$ cat src/rtl/regfile_wb_arbiter_if.sv
// Writeback arbitration bus between the EX/MEM writeback sources, the ID stage
// and the register file write port.
//   alu_*      : fixed-timing ALU result (no backpressure)
//   mem_*      : long-latency result with valid/ready handshake
//   alu_hold   : ALU pipeline must present alu_valid=0 while high
//   issue_*    : long-latency issue into the pending-write scoreboard
//   rs*/id_*   : ID-stage operand/destination usage; stall is the ID stall
//   RegWrite/WriteAddr/WriteData : register file write port
// Modports: slave = arbiter view, master = surrounding pipeline view.
`timescale 1ns/1ps
interface regfile_wb_arbiter_if;
  logic        alu_valid;
  logic [4:0]  alu_addr;
  logic [31:0] alu_data;
  logic        mem_valid;
  logic        mem_ready;
  logic [4:0]  mem_addr;
  logic [31:0] mem_data;
  logic        alu_hold;
  logic        issue_valid;
  logic        issue_long;
  logic [4:0]  issue_rd;
  logic [4:0]  rs1Addr;
  logic [4:0]  rs2Addr;
  logic        rs1_used;
  logic        rs2_used;
  logic [4:0]  id_rd;
  logic        id_wr;
  logic        stall;
  logic        RegWrite;
  logic [4:0]  WriteAddr;
  logic [31:0] WriteData;

  modport slave (
    input  alu_valid, alu_addr, alu_data,
    input  mem_valid, mem_addr, mem_data,
    output mem_ready, alu_hold,
    input  issue_valid, issue_long, issue_rd,
    input  rs1Addr, rs2Addr, rs1_used, rs2_used, id_rd, id_wr,
    output stall, RegWrite, WriteAddr, WriteData
  );

  modport master (
    output alu_valid, alu_addr, alu_data,
    output mem_valid, mem_addr, mem_data,
    input  mem_ready, alu_hold,
    output issue_valid, issue_long, issue_rd,
    output rs1Addr, rs2Addr, rs1_used, rs2_used, id_rd, id_wr,
    input  stall, RegWrite, WriteAddr, WriteData
  );
endinterface

$ cat src/rtl/regfile_wb_arbiter.sv
// Shares the single register-file write port between the ALU pipeline and the
// long-latency unit, tracks pending long-latency destinations and drives the
// ID stall. A starvation guard holds the ALU for one cycle after the
// long-latency source has been blocked STARVE_LIMIT consecutive cycles.
// Ports:
//   clk : rising-edge clock
//   rst : asynchronous active-high reset
//   bus : regfile_wb_arbiter_if.slave (sources, scoreboard, write port)
`timescale 1ns/1ps
module regfile_wb_arbiter #(
  parameter int unsigned STARVE_LIMIT = 4,
  parameter int unsigned CNT_W        = 3
) (
  input  logic                    clk,
  input  logic                    rst,
  regfile_wb_arbiter_if.slave     bus
);

  localparam logic [0:0] StNormal = 1'b0;
  localparam logic [0:0] StHold   = 1'b1;

  logic [0:0]       state_q, state_d;
  logic [CNT_W-1:0] wait_cnt_q, wait_cnt_d;
  logic [31:0]      pending_q, pending_d;
  logic             reg_write_q, reg_write_d;
  logic [4:0]       write_addr_q, write_addr_d;
  logic [31:0]      write_data_q, write_data_d;

  logic        alu_grant;
  logic        mem_grant;
  logic        blocked;
  logic [31:0] set_mask;
  logic [31:0] clr_mask;
  logic [31:0] pending_eff;

  always_comb begin
    // The ALU is only honoured in NORMAL; in HOLD its valid is ignored.
    alu_grant = (state_q == StNormal) && bus.alu_valid;
    mem_grant = bus.mem_valid && !alu_grant;
    blocked   = (state_q == StNormal) && bus.mem_valid && !mem_grant;

    set_mask = '0;
    if (bus.issue_valid && bus.issue_long) set_mask = 32'd1 << bus.issue_rd;
    clr_mask = '0;
    if (mem_grant) clr_mask = 32'd1 << bus.mem_addr;

    // Set wins over a same-cycle clear of the same register.
    pending_d    = (pending_q & ~clr_mask) | set_mask;
    pending_d[0] = 1'b0;

    // A clearing grant releases the stall in the same cycle; the register file
    // write-forward mux covers the one-cycle write latency.
    pending_eff = pending_q & ~clr_mask;

    wait_cnt_d = wait_cnt_q;
    if (mem_grant || state_q == StHold) begin
      wait_cnt_d = '0;
    end else if (blocked && wait_cnt_q != {CNT_W{1'b1}}) begin
      wait_cnt_d = wait_cnt_q + 1'b1;
    end

    state_d = StNormal;
    if (state_q == StNormal && blocked && wait_cnt_q == CNT_W'(STARVE_LIMIT - 1)) begin
      state_d = StHold;
    end

    reg_write_d  = 1'b0;
    write_addr_d = write_addr_q;
    write_data_d = write_data_q;
    if (alu_grant) begin
      reg_write_d  = (bus.alu_addr != 5'd0);
      write_addr_d = bus.alu_addr;
      write_data_d = bus.alu_data;
    end else if (mem_grant) begin
      reg_write_d  = (bus.mem_addr != 5'd0);
      write_addr_d = bus.mem_addr;
      write_data_d = bus.mem_data;
    end
  end

  always_ff @(posedge clk or posedge rst) begin
    if (rst) begin
      state_q      <= StNormal;
      wait_cnt_q   <= '0;
      pending_q    <= '0;
      reg_write_q  <= 1'b0;
      write_addr_q <= '0;
      write_data_q <= '0;
    end else begin
      state_q      <= state_d;
      wait_cnt_q   <= wait_cnt_d;
      pending_q    <= pending_d;
      reg_write_q  <= reg_write_d;
      write_addr_q <= write_addr_d;
      write_data_q <= write_data_d;
    end
  end

  assign bus.mem_ready = mem_grant;
  assign bus.alu_hold  = (state_q == StHold);
  assign bus.stall     = (bus.rs1_used && pending_eff[bus.rs1Addr]) ||
                         (bus.rs2_used && pending_eff[bus.rs2Addr]) ||
                         (bus.id_wr    && pending_eff[bus.id_rd]);
  assign bus.RegWrite  = reg_write_q;
  assign bus.WriteAddr = write_addr_q;
  assign bus.WriteData = write_data_q;

endmodule

$ cat src/flat_wrapper.sv
// flat-port wrapper written by rule: the top's interface ports become plain ports
module regfile_wb_arbiter_flat 
#(
  parameter int unsigned STARVE_LIMIT = 4,
  parameter int unsigned CNT_W        = 3
)
  (clk, rst, bus_alu_valid, bus_alu_addr, bus_alu_data, bus_mem_valid, bus_mem_addr, bus_mem_data, bus_mem_ready, bus_alu_hold, bus_issue_valid, bus_issue_long, bus_issue_rd, bus_rs1Addr, bus_rs2Addr, bus_rs1_used, bus_rs2_used, bus_id_rd, bus_id_wr, bus_stall, bus_RegWrite, bus_WriteAddr, bus_WriteData);
  regfile_wb_arbiter_if bus_i ();
  input  logic clk;
  input  logic rst;
  input wire logic [$bits(bus_i.alu_valid)-1:0] bus_alu_valid;
  input wire logic [$bits(bus_i.alu_addr)-1:0] bus_alu_addr;
  input wire logic [$bits(bus_i.alu_data)-1:0] bus_alu_data;
  input wire logic [$bits(bus_i.mem_valid)-1:0] bus_mem_valid;
  input wire logic [$bits(bus_i.mem_addr)-1:0] bus_mem_addr;
  input wire logic [$bits(bus_i.mem_data)-1:0] bus_mem_data;
  output wire logic [$bits(bus_i.mem_ready)-1:0] bus_mem_ready;
  output wire logic [$bits(bus_i.alu_hold)-1:0] bus_alu_hold;
  input wire logic [$bits(bus_i.issue_valid)-1:0] bus_issue_valid;
  input wire logic [$bits(bus_i.issue_long)-1:0] bus_issue_long;
  input wire logic [$bits(bus_i.issue_rd)-1:0] bus_issue_rd;
  input wire logic [$bits(bus_i.rs1Addr)-1:0] bus_rs1Addr;
  input wire logic [$bits(bus_i.rs2Addr)-1:0] bus_rs2Addr;
  input wire logic [$bits(bus_i.rs1_used)-1:0] bus_rs1_used;
  input wire logic [$bits(bus_i.rs2_used)-1:0] bus_rs2_used;
  input wire logic [$bits(bus_i.id_rd)-1:0] bus_id_rd;
  input wire logic [$bits(bus_i.id_wr)-1:0] bus_id_wr;
  output wire logic [$bits(bus_i.stall)-1:0] bus_stall;
  output wire logic [$bits(bus_i.RegWrite)-1:0] bus_RegWrite;
  output wire logic [$bits(bus_i.WriteAddr)-1:0] bus_WriteAddr;
  output wire logic [$bits(bus_i.WriteData)-1:0] bus_WriteData;
  assign bus_i.alu_valid = bus_alu_valid;
  assign bus_i.alu_addr = bus_alu_addr;
  assign bus_i.alu_data = bus_alu_data;
  assign bus_i.mem_valid = bus_mem_valid;
  assign bus_i.mem_addr = bus_mem_addr;
  assign bus_i.mem_data = bus_mem_data;
  assign bus_mem_ready = bus_i.mem_ready;
  assign bus_alu_hold = bus_i.alu_hold;
  assign bus_i.issue_valid = bus_issue_valid;
  assign bus_i.issue_long = bus_issue_long;
  assign bus_i.issue_rd = bus_issue_rd;
  assign bus_i.rs1Addr = bus_rs1Addr;
  assign bus_i.rs2Addr = bus_rs2Addr;
  assign bus_i.rs1_used = bus_rs1_used;
  assign bus_i.rs2_used = bus_rs2_used;
  assign bus_i.id_rd = bus_id_rd;
  assign bus_i.id_wr = bus_id_wr;
  assign bus_stall = bus_i.stall;
  assign bus_RegWrite = bus_i.RegWrite;
  assign bus_WriteAddr = bus_i.WriteAddr;
  assign bus_WriteData = bus_i.WriteData;
  regfile_wb_arbiter #(.STARVE_LIMIT(STARVE_LIMIT), .CNT_W(CNT_W)) u_core (.clk(clk), .rst(rst), .bus(bus_i));
endmodule
$ cat config.mk
export PLATFORM = sky130hd
export DESIGN_NAME = regfile_wb_arbiter_flat
export DESIGN_NICKNAME = d
export VERILOG_FILES = /design/src/rtl/regfile_wb_arbiter_if.sv /design/src/rtl/regfile_wb_arbiter.sv /design/src/flat_wrapper.sv
export SDC_FILE = /design/constraint.sdc
export NUM_CORES = 1
export LEC_CHECK = 0
export CORE_ASPECT_RATIO = 1.1
export CORE_MARGIN = 2
export CORE_UTILIZATION = 47
export DETAILED_ROUTE_END_ITERATION = 7
export PLACE_DENSITY = 0.85
export REMOVE_ABC_BUFFERS = 1
export SLEW_MARGIN = 40
export SYNTH_ARGS = -nofsm -noshare
export SYNTH_HDL_FRONTEND = slang
export SYNTH_SLANG_ARGS = --single-unit
$ cat constraint.sdc
create_clock -name clk -period 3.67 [get_ports clk]
set_input_delay 0.734 -clock clk [delete_from_list [all_inputs] [get_ports clk]]
set_output_delay 0.734 -clock clk [all_outputs]
set_load 0.01 [all_outputs]
==> impl_metrics.py <==
metrics = {
    "status": {
        "status": "complete, no violations",
    },
    "cts": {
        "clock_latency_ns": 0.35,
        "cts_made_buffers": 9,
        "cts_root_buf": "clkbuf_8",
        "clk_path_buf_depth": 2,
        "cts_sinks": 73,
        "cts_tree": "built",
        "htreeDepth": 3,
        "cts.reportedPaths.clkPinSlew_ns": 0.07,
    },
    "timing": {
        "tns_ns": 0,
        "max_freq_ghz": 0.283,
        "fin_crit_ns": 3.54,
        "hold_violations": 0,
        "tightest_slew_ns": 0.662,
        "setup_viol": 0,
        "skew_ns": 0.00801,
        "slew-limit-headroom_pct": 55.8,
        "finalCritPeriodShare_pct": 96.4,
        "hold-worst-slack_ns": 0.546,
        "drv_slew": 0,
        "rsz0062_at_grt": "false",
    },
    "grt": {
        "grt_pass1_wl_um": 27200,
        "grt_antenna_before_repair": 0,
        "grt_max_degree": 79,
        "grt_overflow": 0,
        "track_usage_pct": 33.4,
        "grt_pass1_vias": 5130,
    },
    "pwr": {
        "ir_drop_uv": 316,
        "power.density_nw_per_um2": 346,
        "cellLeakagePower_nw": 2.99,
    },
    "finish": {
        "regArea_um2": 1830,
        "fin_nets": 808,
        "stdcell_area_um2": 7090,
        "multi_input_area_um2": 2750,
        "n_fill_cell": 607,
        "area_growth_pct": 56.4,
        "drive_gt1_share_pct": 23.1,
        "antenna_cells": 0,
        "fin_util_pct": 75.8,
    },
    "placed_design": {
        "post-dp-hpwl_um": 13400,
        "placed_cell_area_um2": 6650,
        "place.gp.congestion": 0.948,
        "place.port_buffers": 143,
    },
    "die": {
        "start_util_pct": 48.5,
        "die_area_um2": 10500,
        "die_h_um": 107,
        "die_x_um": 97.7,
        "rows": 37,
        "pin_count": 144,
        "core-area_um2": 9350,
    },
    "logic_synthesis": {
        "ys.flop_type": "dfrtp_1",
        "synth_edf_count": 0,
        "ys_types": 57,
        "ys_warn_count": 0,
        "syn_avg_cell_area_um2": 9.31,
        "async_reset_ff_share_pct": 100,
        "syn_inst": 487,
        "ys_ff_latch": 73,
        "synth.yosys.seq_area_share_pct": 40.3,
        "syn_area_um2": 4530,
    },
    "critical_path": {
        "reg2reg_slack_ns": 1.78,
        "worst-path-buf-inv": 3,
        "end_kind": "output port",
        "worstSetupStartpointType": "flip-flop",
        "ff2ff_path_depth": 6,
        "cp_common_cell": "buf_4",
        "worstPathArrival_ns": 2.80,
        "critPathTopFamily": "simple AND/OR/NAND/NOR gates",
        "required_ns": 2.94,
        "slowest_stage": "dfrtp_1",
        "reg2reg_to": "u_core.pending_q[2]",
        "path_max_fanout": 6,
        "worstPathCellList": "nor2b_4 -> o31ai_1 -> buf_4 -> buf_4 -> mux4_2 -> nand2_1 -> o211ai_1 -> and3_1 -> o311ai_2 -> buf_2",
        "worst_path_largest_cell_delay_ns": 0.52,
        "worst-setup-path-type": "reg -> out",
        "reg2reg_from": "u_core.bus.alu_hold",
    },
    "route": {
        "dr.first_iter.drc_count": 403,
        "dr_total_vias": 4986,
        "drc": 0,
        "drt-vias-per-instance": 6.06,
        "wl_per_cell_um": 21.7,
        "drt-total-wl_um": 17900,
        "ant_nets": 0,
        "dr.pass1.iters": 5,
    },
    "run": {
        "cap_violations": 0,
    },
    "worst_hold_path": {
        "hold_end": "u_core.pending_q[20]",
        "hp-start": "u_core.pending_q[20]",
        "holdPathStages": 2,
        "hold_class": "reg -> reg",
    },
}
how the worst max path moves through the flow:
stage                         from        end  slack, ns  cells past startpoint
2_1_floorplan        bus_alu_valid  bus_stall      -0.35                      7
6_report       u_core.bus.alu_hold  bus_stall       0.13                     10
5_1_grt             bus_rs2Addr[0]  bus_stall      0.004                     11
3_5_place_dp       bus_mem_addr[3]  bus_stall      -0.78                      9
4_1_cts            bus_mem_addr[2]  bus_stall       0.01                     11
3_3_place_gp       bus_mem_addr[0]  bus_stall      -0.80                      9
worst min-delay path: stages, from the launching register on:
cell,delay (ns)
dfrtp_1,0.34
o31ai_2,0.10
o21ai_0,0.07
metrics by stage:
| step | setup WS [ns] | cells | power, mW |
|---|---|---|---|
| 2_1_floorplan | -0.349 | 449 | 1.31 |
| 3_3_place_gp | -0.802 | 802 | 1.81 |
| 3_5_place_dp | -0.782 | 802 | 1.83 |
| 4_1_cts | 0.0108 | 819 | 2.41 |
| 5_1_grt | 0.00435 | 823 | 2.55 |
| 6_report | 0.133 | 823 | 2.45 |
cell usage after synthesis, drive strengths merged (4+ instances only):
library cell  instances  area (um2)
nand3b                5        37.5
nor2                 25        93.8
or3                   5        31.3
nor3b                 4        30.0
mux4                  8         180
nand2                60         225
inv                   8        30.0
nor3                 13        65.1
o311ai                4        42.6
a21oi                 7        35.0
mux2i                51         510
o41ai                 4        42.6
o31ai                29         223
nand4                 4        25.0
clkbuf               23        86.3
o211ai                4        30.0
o21ai                80         400
buf                  15        93.8
dfrtp                73        1830
nand4b                5        43.8
nand2b                8        50.1
mux2                  4        45.0
cell type report:
| type | count | area share [%] |
|---|---|---|
| clock buffers | 15 | 2.20 |
| inverters | 10 | 0.547 |
| multi-input cells | 367 | 38.8 |
| flip-flops and latches | 73 | 25.8 |
| well taps | 117 | 2.06 |
| repair buffers | 241 | 30.6 |
logic make-up after synthesis:
group | Yosys count | share of synthesized area (%)
and+or+nand+nor | 154 | 17.6
AOI/OAI and AO/OA | 144 | 19.9
DFF | 73 | 40.3
muxes | 63 | 16.2
buffers and inverters | 48 | 4.80
adders and majority gates | 3 | 0.828
xor gates and xnor gates | 2 | 0.386
state kept, by name, indices dropped and copies added (netlist names):
signal,count
u_core.wait_cnt_q,3
u_core.pending_q,31
u_core.bus.WriteData,32
u_core.bus.alu_hold,1
u_core.bus.RegWrite,1
u_core.bus.WriteAddr,5
placed cells by master, fill, tap and decap left out, drive strengths merged, types with 4 or more instances in the layout:
cell / instances
buf: 100
nor2b: 4
nor3: 13
clkbuf: 21
o21ai: 80
nand4b: 5
nor2: 25
inv: 7
a21oi: 7
mux2: 4
mux2i: 51
o211ai: 4
nor3b: 4
nand3b: 5
o41ai: 4
clkdlybuf4s50: 135
o311ai: 4
dfrtp: 73
nand2b: 8
or3: 5
mux4: 8
o31ai: 29
nand2: 60
nand4: 4
layer usage:
metal | share of wire, % | GRT usage, % | wire, um | vias to the layer above
li1 | - | - | - | 2252
met1 | 37 | 38.2 | 6590 | 2393
met2 | 51 | 60.6 | 9140 | 285
met3 | 8.2 | 6.84 | 1460 | 56
met4 | 3.7 | 14.1 | 660 | 0
met5 | 0 | 0 | 0 | -
timing repair:
item	CTS	global route
setup endpoints to repair	1	1
gates resized for setup	42	29
pin swaps	0	10
buffers inserted	1	4
cloned	1	0
hold endpoints to repair	0	0
hold buffers	0	0
report_power, final:
group          internal, mW  switching (mW)  leakage [nW]  total (mW)
registers             0.917          0.0788         0.907       0.995
clock network         0.262           0.288        0.0778       0.550
logic                 0.484           0.423          2.00       0.907
(Power assumes the default switching activity.)
